--- src/rtl/scaler_h_ctrl.sv ---
// Frame-synchronous control for the horizontal scaler: range-checked step writes applied only at
// frame start, per-frame input/output geometry measurement and a frame-boundary interrupt.
module scaler_h_ctrl #(
  parameter int PIXEL_STEP   = 4096,
  parameter int STEP_MIN     = 1024,
  parameter int STEP_MAX     = 16384,
  parameter int DEFAULT_STEP = 4096,
  parameter int CNT_WIDTH    = 16
) (
  input  logic                 clk,
  input  logic                 rst_n,
  input  logic [15:0]          cfg_step_i,
  input  logic                 cfg_wr_i,
  output logic                 cfg_pend_o,
  output logic                 cfg_err_o,
  input  logic                 de_i,
  input  logic                 hs_i,
  input  logic                 vs_i,
  input  logic                 scl_de_i,
  input  logic                 scl_hs_i,
  output logic [15:0]          scale_step_o,
  output logic [CNT_WIDTH-1:0] frame_w_o,
  output logic [CNT_WIDTH-1:0] frame_h_o,
  output logic [CNT_WIDTH-1:0] out_w_o,
  output logic [CNT_WIDTH-1:0] frame_cnt_o,
  output logic                 line_err_o,
  output logic                 irq_frame_o
);

  typedef enum logic [0:0] {
    S_WAIT_VS = 1'b0,
    S_ACTIVE  = 1'b1
  } state_t;

  localparam logic [15:0]          STEP_MIN_C     = 16'(STEP_MIN);
  localparam logic [15:0]          STEP_MAX_C     = 16'(STEP_MAX);
  localparam logic [15:0]          DEFAULT_STEP_C = 16'(DEFAULT_STEP);
  localparam logic [CNT_WIDTH-1:0] CNT_ZERO       = {CNT_WIDTH{1'b0}};
  localparam logic [CNT_WIDTH-1:0] CNT_ONE        = CNT_WIDTH'(1);
  // A parameter set whose unity step lies outside the legal range rejects every write.
  localparam logic                 PARAMS_OK      = (STEP_MIN <= PIXEL_STEP) && (PIXEL_STEP <= STEP_MAX);

  function automatic logic [CNT_WIDTH-1:0] sat_inc(input logic [CNT_WIDTH-1:0] v);
    if (&v) begin
      sat_inc = v;
    end else begin
      sat_inc = v + CNT_ONE;
    end
  endfunction

  state_t                 state_q, state_d;
  logic                   count_en_s, publish_s;
  logic                   step_ok_s;
  logic                   pend_q, pend_d;
  logic [15:0]            pval_q, pval_d;
  logic                   cerr_q, cerr_d;
  logic [15:0]            step_q, step_d;
  logic [CNT_WIDTH-1:0]   pix_q, pix_d;
  logic [CNT_WIDTH-1:0]   line_q, line_d;
  logic [CNT_WIDTH-1:0]   ref_q, ref_d;
  logic                   lerr_q, lerr_d;
  logic [CNT_WIDTH-1:0]   out_q, out_d;
  logic [CNT_WIDTH-1:0]   olat_q, olat_d;
  logic [CNT_WIDTH-1:0]   fw_q, fw_d;
  logic [CNT_WIDTH-1:0]   fh_q, fh_d;
  logic [CNT_WIDTH-1:0]   ow_q, ow_d;
  logic [CNT_WIDTH-1:0]   fcnt_q, fcnt_d;
  logic                   line_err_q, line_err_d;
  logic                   irq_q, irq_d;
  logic [CNT_WIDTH-1:0]   de_cnt_s;
  logic                   last_bad_s;

  // State register.
  always_ff @(posedge clk or negedge rst_n) begin
    if (!rst_n) begin
      state_q <= S_WAIT_VS;
    end else begin
      state_q <= state_d;
    end
  end

  // Next-state logic: the first frame start only arms measurement.
  always_comb begin
    state_d = state_q;
    case (state_q)
      S_WAIT_VS: begin
        if (vs_i) begin
          state_d = S_ACTIVE;
        end else begin
          state_d = S_WAIT_VS;
        end
      end
      S_ACTIVE: state_d = S_ACTIVE;
      default:  state_d = S_WAIT_VS;
    endcase
  end

  // FSM outputs: counting enable and the publish strobe.
  always_comb begin
    count_en_s = 1'b0;
    publish_s  = 1'b0;
    case (state_q)
      S_WAIT_VS: begin
        count_en_s = 1'b0;
        publish_s  = 1'b0;
      end
      S_ACTIVE: begin
        count_en_s = 1'b1;
        publish_s  = vs_i;
      end
      default: begin
        count_en_s = 1'b0;
        publish_s  = 1'b0;
      end
    endcase
  end

  // Step configuration: commit uses the value pending before this cycle's write.
  always_comb begin
    step_ok_s = PARAMS_OK && (cfg_step_i >= STEP_MIN_C) && (cfg_step_i <= STEP_MAX_C);
    pend_d    = pend_q;
    pval_d    = pval_q;
    cerr_d    = cerr_q;
    step_d    = step_q;
    if (vs_i && pend_q) begin
      step_d = pval_q;
      pend_d = 1'b0;
    end else begin
      step_d = step_q;
    end
    if (cfg_wr_i) begin
      if (step_ok_s) begin
        pend_d = 1'b1;
        pval_d = cfg_step_i;
        cerr_d = 1'b0;
      end else begin
        cerr_d = 1'b1;
      end
    end else begin
      cerr_d = cerr_q;
    end
  end

  // Line/pixel measurement and publish at frame start.
  always_comb begin
    de_cnt_s   = {{(CNT_WIDTH-1){1'b0}}, de_i};
    last_bad_s = (ref_q != CNT_ZERO) && (pix_q != CNT_ZERO) && (pix_q != ref_q);
    pix_d      = pix_q;
    line_d     = line_q;
    ref_d      = ref_q;
    lerr_d     = lerr_q;
    out_d      = out_q;
    olat_d     = olat_q;
    fw_d       = fw_q;
    fh_d       = fh_q;
    ow_d       = ow_q;
    fcnt_d     = fcnt_q;
    line_err_d = line_err_q;
    irq_d      = publish_s;
    if (publish_s) begin
      // The line still open at frame start counts as completed.
      fw_d       = (ref_q != CNT_ZERO) ? ref_q : pix_q;
      fh_d       = line_q;
      line_err_d = lerr_q | last_bad_s;
      ow_d       = (olat_q != CNT_ZERO) ? olat_q : out_q;
      fcnt_d     = fcnt_q + CNT_ONE;
    end else begin
      fw_d = fw_q;
    end
    if (vs_i) begin
      pix_d  = de_cnt_s;
      line_d = CNT_ONE;
      ref_d  = CNT_ZERO;
      lerr_d = 1'b0;
      out_d  = scl_de_i ? CNT_ONE : CNT_ZERO;
      olat_d = CNT_ZERO;
    end else if (count_en_s) begin
      if (hs_i) begin
        pix_d  = de_cnt_s;
        line_d = sat_inc(line_q);
        if (pix_q == CNT_ZERO) begin
          ref_d = ref_q;
        end else if (ref_q == CNT_ZERO) begin
          ref_d = pix_q;
        end else if (pix_q != ref_q) begin
          lerr_d = 1'b1;
        end else begin
          lerr_d = lerr_q;
        end
      end else if (de_i) begin
        pix_d = sat_inc(pix_q);
      end else begin
        pix_d = pix_q;
      end
      if (scl_hs_i && scl_de_i) begin
        out_d  = CNT_ONE;
        olat_d = (out_q != CNT_ZERO) ? out_q : olat_q;
      end else if (scl_de_i) begin
        out_d = sat_inc(out_q);
      end else begin
        out_d = out_q;
      end
    end else begin
      pix_d = pix_q;
    end
  end

  // Datapath registers.
  always_ff @(posedge clk or negedge rst_n) begin
    if (!rst_n) begin
      pend_q     <= 1'b0;
      pval_q     <= 16'd0;
      cerr_q     <= 1'b0;
      step_q     <= DEFAULT_STEP_C;
      pix_q      <= CNT_ZERO;
      line_q     <= CNT_ZERO;
      ref_q      <= CNT_ZERO;
      lerr_q     <= 1'b0;
      out_q      <= CNT_ZERO;
      olat_q     <= CNT_ZERO;
      fw_q       <= CNT_ZERO;
      fh_q       <= CNT_ZERO;
      ow_q       <= CNT_ZERO;
      fcnt_q     <= CNT_ZERO;
      line_err_q <= 1'b0;
      irq_q      <= 1'b0;
    end else begin
      pend_q     <= pend_d;
      pval_q     <= pval_d;
      cerr_q     <= cerr_d;
      step_q     <= step_d;
      pix_q      <= pix_d;
      line_q     <= line_d;
      ref_q      <= ref_d;
      lerr_q     <= lerr_d;
      out_q      <= out_d;
      olat_q     <= olat_d;
      fw_q       <= fw_d;
      fh_q       <= fh_d;
      ow_q       <= ow_d;
      fcnt_q     <= fcnt_d;
      line_err_q <= line_err_d;
      irq_q      <= irq_d;
    end
  end

  assign cfg_pend_o   = pend_q;
  assign cfg_err_o    = cerr_q;
  assign scale_step_o = step_q;
  assign frame_w_o    = fw_q;
  assign frame_h_o    = fh_q;
  assign out_w_o      = ow_q;
  assign frame_cnt_o  = fcnt_q;
  assign line_err_o   = line_err_q;
  assign irq_frame_o  = irq_q;

endmodule

--- config.mk ---
export PLATFORM = sky130hd
export DESIGN_NAME = scaler_h_ctrl
export DESIGN_NICKNAME = d
export VERILOG_FILES = /design/src/rtl/scaler_h_ctrl.sv
export SDC_FILE = /design/constraint.sdc
export NUM_CORES = 1
export LEC_CHECK = 0
export CAP_MARGIN = 20
export CORE_UTILIZATION = 60
export CTS_CLUSTER_DIAMETER = 100
export DETAILED_ROUTE_END_ITERATION = 8
export GPL_TIMING_DRIVEN = 0
export PLACE_DENSITY = 0.85
export SLEW_MARGIN = 40
export SYNTH_ARGS = -nofsm -noshare
export SYNTH_HDL_FRONTEND = slang
export SYNTH_SLANG_ARGS = --single-unit
--- constraint.sdc ---
create_clock -name clk -period 4.78 [get_ports clk]
set_input_delay 0.956 -clock clk [delete_from_list [all_inputs] [get_ports clk]]
set_output_delay 0.956 -clock clk [all_outputs]
set_load 0.005 [all_outputs]
==> reports/results.tsv <==
metric	value	unit
crit_start	vs_i	
synth_top_area_share	51.5	%
area_delta_synth_final	22.0	%
wl_per_cell	18.9	µm
pwr-share-comb	15.7	%
required	5.06	ns
critPathArrivalTime	3.19	ns
stdcell_count	1140	
cts_sinks	182	
n_antenna_cell	0	
rows	43	
utilization	76.1	%
cp_max_fo	10	
synth.distinct_cells	66	
antenna_left	0	
h-tree-depth	4	
pwr-share-seq	47.7	%
layout-drive-gt1-share	16.5	%
drc_errors	0	
finalPower	3.75	mW
path_buf_inv	4	
worst_clock_skew	0.00705	ns
cts.repair.resized	0	
drtIter0Drc	719	
globalRouteOverflowTotal	0	
cts.root.buffer_cell	clkbuf_16	
hpwl	14.6	mm
ys_ff_latch	182	
p_per_area	349	mW/mm²
vias_per_cell	6.23	
drv_slew	0	
nFillCells	948	
r2r-start	pix_q[0]	
leakagePower	4.52	nW
initial_core_util	62.4	%
grt.total_usage	30.4	%
antenna_found_initial	0	
placed_cells	1108	
avgSynthCellArea	10.7	µm²
io_buffers	106	
die_w	123	µm
path_delay_family	buffers and inverters	
gp_congestion	0.899	
post_cts_hold_buffer_count	0	
fmax	344	MHz
cts_tree	yes	
worst-r2r-cell-count	7	
fin_crit	2.91	ns
yosysTopAreaCell	dfrtp_1	
clk_pin_slew_worst_paths	0.06	ns
cts_buffer_depth	2	
end_kind	register	
seq_area_frac_synth	51.8	%
cap_violations	0	
grt_first_pass_wirelength	35.2	mm
cpMaxStageDelayCell	clkbuf_1	
rsz0062_at_grt	no	
post-cts-setup-buffers	0	
cpPeakStageDelay	0.54	ns
holdCritPathClass	input pin to async pin	
yosys-top-cells-area	dfrtp_1 52%, mux2_2 6.5%, nand2_1 3.7%	
cts_made_buffers	17	
fin_crit_sh	60.8	%
clock_latency	0.43	ns
status	finished, final reports clean	
routed-via-count	7101	
relSlewSlack	50.8	%
wl	21.6	mm
path_cells	clkdlybuf4s50_1 > buf_4 > nand2_1 > clkbuf_1 > buf_2 > mux2i_1 > o21ai_0	
crit_type	input pin to register	
worstSetupStartpointType	input pin	
p_switching	972	µW
grt_pass1_vias	6918	
ioPinCount	108	
syn_nets	850	
dieArea	0.0151	mm²
whs	0.414	ns
vdd_drop_max	303	µV
die-height	123	µm
syn_area	0.00879	mm²
cell_internal_pwr	2.78	mW
synth_edf_count	0	
tightestPinTransition	0.734	ns
layout.nets	977	
regArea	0.00456	mm²
syn_inst	820	
ys.warnings.count	0	
drt-pass1-iter-count	5	
coreArea	0.0141	mm²
timing.final.hold_violations	0	
switching_share	25.9	%
setup_viol	0	
path_depth	7	
pwr-share-clk	36.6	%
multi_input_area	0.00389	mm²
synth_ff_type	dfrtp_1	
setup_tns	0	ns
ys_async_sr_fraction	100	%
grt_max_degree	73	
-- synthesized netlist by cell type (9+ instances only) --
| master | count |
|---|---|
| nand4_1 | 21 |
| a31o_2 | 16 |
| xnor2_1 | 28 |
| mux2_2 | 51 |
| dfrtp_1 | 181 |
| nand2b_1 | 13 |
| nor2b_1 | 19 |
| nor4_1 | 22 |
| o31ai_1 | 11 |
| or4_1 | 10 |
| o21ai_0 | 40 |
| nand2_1 | 86 |
| inv_1 | 10 |
| nor2_1 | 33 |
| clkbuf_1 | 22 |
| buf_4 | 9 |
| buf_2 | 24 |
| a41oi_1 | 13 |
| nand3_1 | 18 |
| a21oi_1 | 59 |
| and4_1 | 11 |
| mux2i_1 | 15 |
-- layout make-up --
class	count	area share [%]
sequential	182	42.5
multi-input combinational	568	36.2
timing repair buffer	108	10.5
clock buffer	22	4.51
buffer	60	2.97
tap	180	2.10
clock inverter	10	0.898
inverter	10	0.350
-- power by group through the flow --
stage	registers [mW]	clock network (mW)	logic [mW]
after floorplan	1.79	0	0.257
after global placement	1.80	0	0.561
after detailed placement	1.81	0	0.583
after CTS	1.79	1.38	0.590
after global routing	1.81	1.45	0.645
final	1.79	1.37	0.589
-- per-stage QoR --
step	worst slack, ns	cell area, µm²
6_report	1.87	10700
4_1_cts	1.94	10700
3_3_place_gp	-4.58	10100
2_1_floorplan	2.44	8790
5_1_grt	1.74	10700
3_5_place_dp	1.52	10100
-- cells by family after synthesis --
group,after synthesis,synth area share [%]
multiplexers,67,8.37
buffers and inverters,70,4.06
AO/OA/AOI/OAI,190,14.5
AND/OR/NAND/NOR,274,17.3
XOR/XNOR,31,3.09
flip-flops,182,51.8
adder cells (fa/ha/maj),6,0.854
-- cell usage in the layout (no fill, tap or decap), drive strengths merged, types with 5 or more instances in the layout --
cell | Yosys | routed
dfrtp | 181 | 181
clkdlybuf4s50 | 0 | 105
nand2 | 86 | 86
a21oi | 61 | 61
mux2 | 52 | 52
clkbuf | 22 | 44
o21ai | 42 | 42
buf | 38 | 41
nor2 | 33 | 33
xnor2 | 28 | 28
nor4 | 23 | 23
nand4 | 22 | 22
nor2b | 19 | 19
nand3 | 19 | 19
a31o | 16 | 16
mux2i | 15 | 15
a41oi | 14 | 14
nand2b | 13 | 13
and4 | 13 | 13
o31ai | 11 | 11
inv | 10 | 11
or4 | 11 | 11
a211oi | 7 | 7
a31oi | 7 | 7
and3 | 6 | 6
or3 | 6 | 6
ha | 6 | 6
a21o | 5 | 5
and2 | 5 | 5
-- path summary, 6_finish.rpt --
| kind | endpoint | slack (ns) |
|---|---|---|
| min | frame_w_o[9] | 0.41 |
| min reg2reg | frame_w_o[13] | 0.48 |
| max | line_err_o | 1.87 |
| max reg2reg | ref_q[14] | 2.48 |
| max in group asynchronous | scale_step_o[12] | 3.65 |
| min in group clk | frame_w_o[13] | 0.48 |
-- routing by layer --
layer | vias up | share of wire, % | GRT usage (%)
met5 | - | 0 | 0
met4 | 0 | 1.4 | 9.41
met3 | 36 | 7.5 | 7.33
met2 | 296 | 46 | 47.3
met1 | 3495 | 45 | 42.3
li1 | 3274 | - | -
-- sequential cells by signal, indices dropped and copies added, names as in the netlist --
signal        count
frame_h_o        16
line_q           16
ref_q            16
scale_step_o     16
out_w_o          16
frame_cnt_o      16
olat_q           16
lerr_q            1
line_err_o        1
pval_q           16
state_q           1
frame_w_o        16
cfg_pend_o        1
irq_frame_o       1
pix_q            16
out_q            16
cfg_err_o         1
Note: power is estimated with default switching activity, not from simulation.
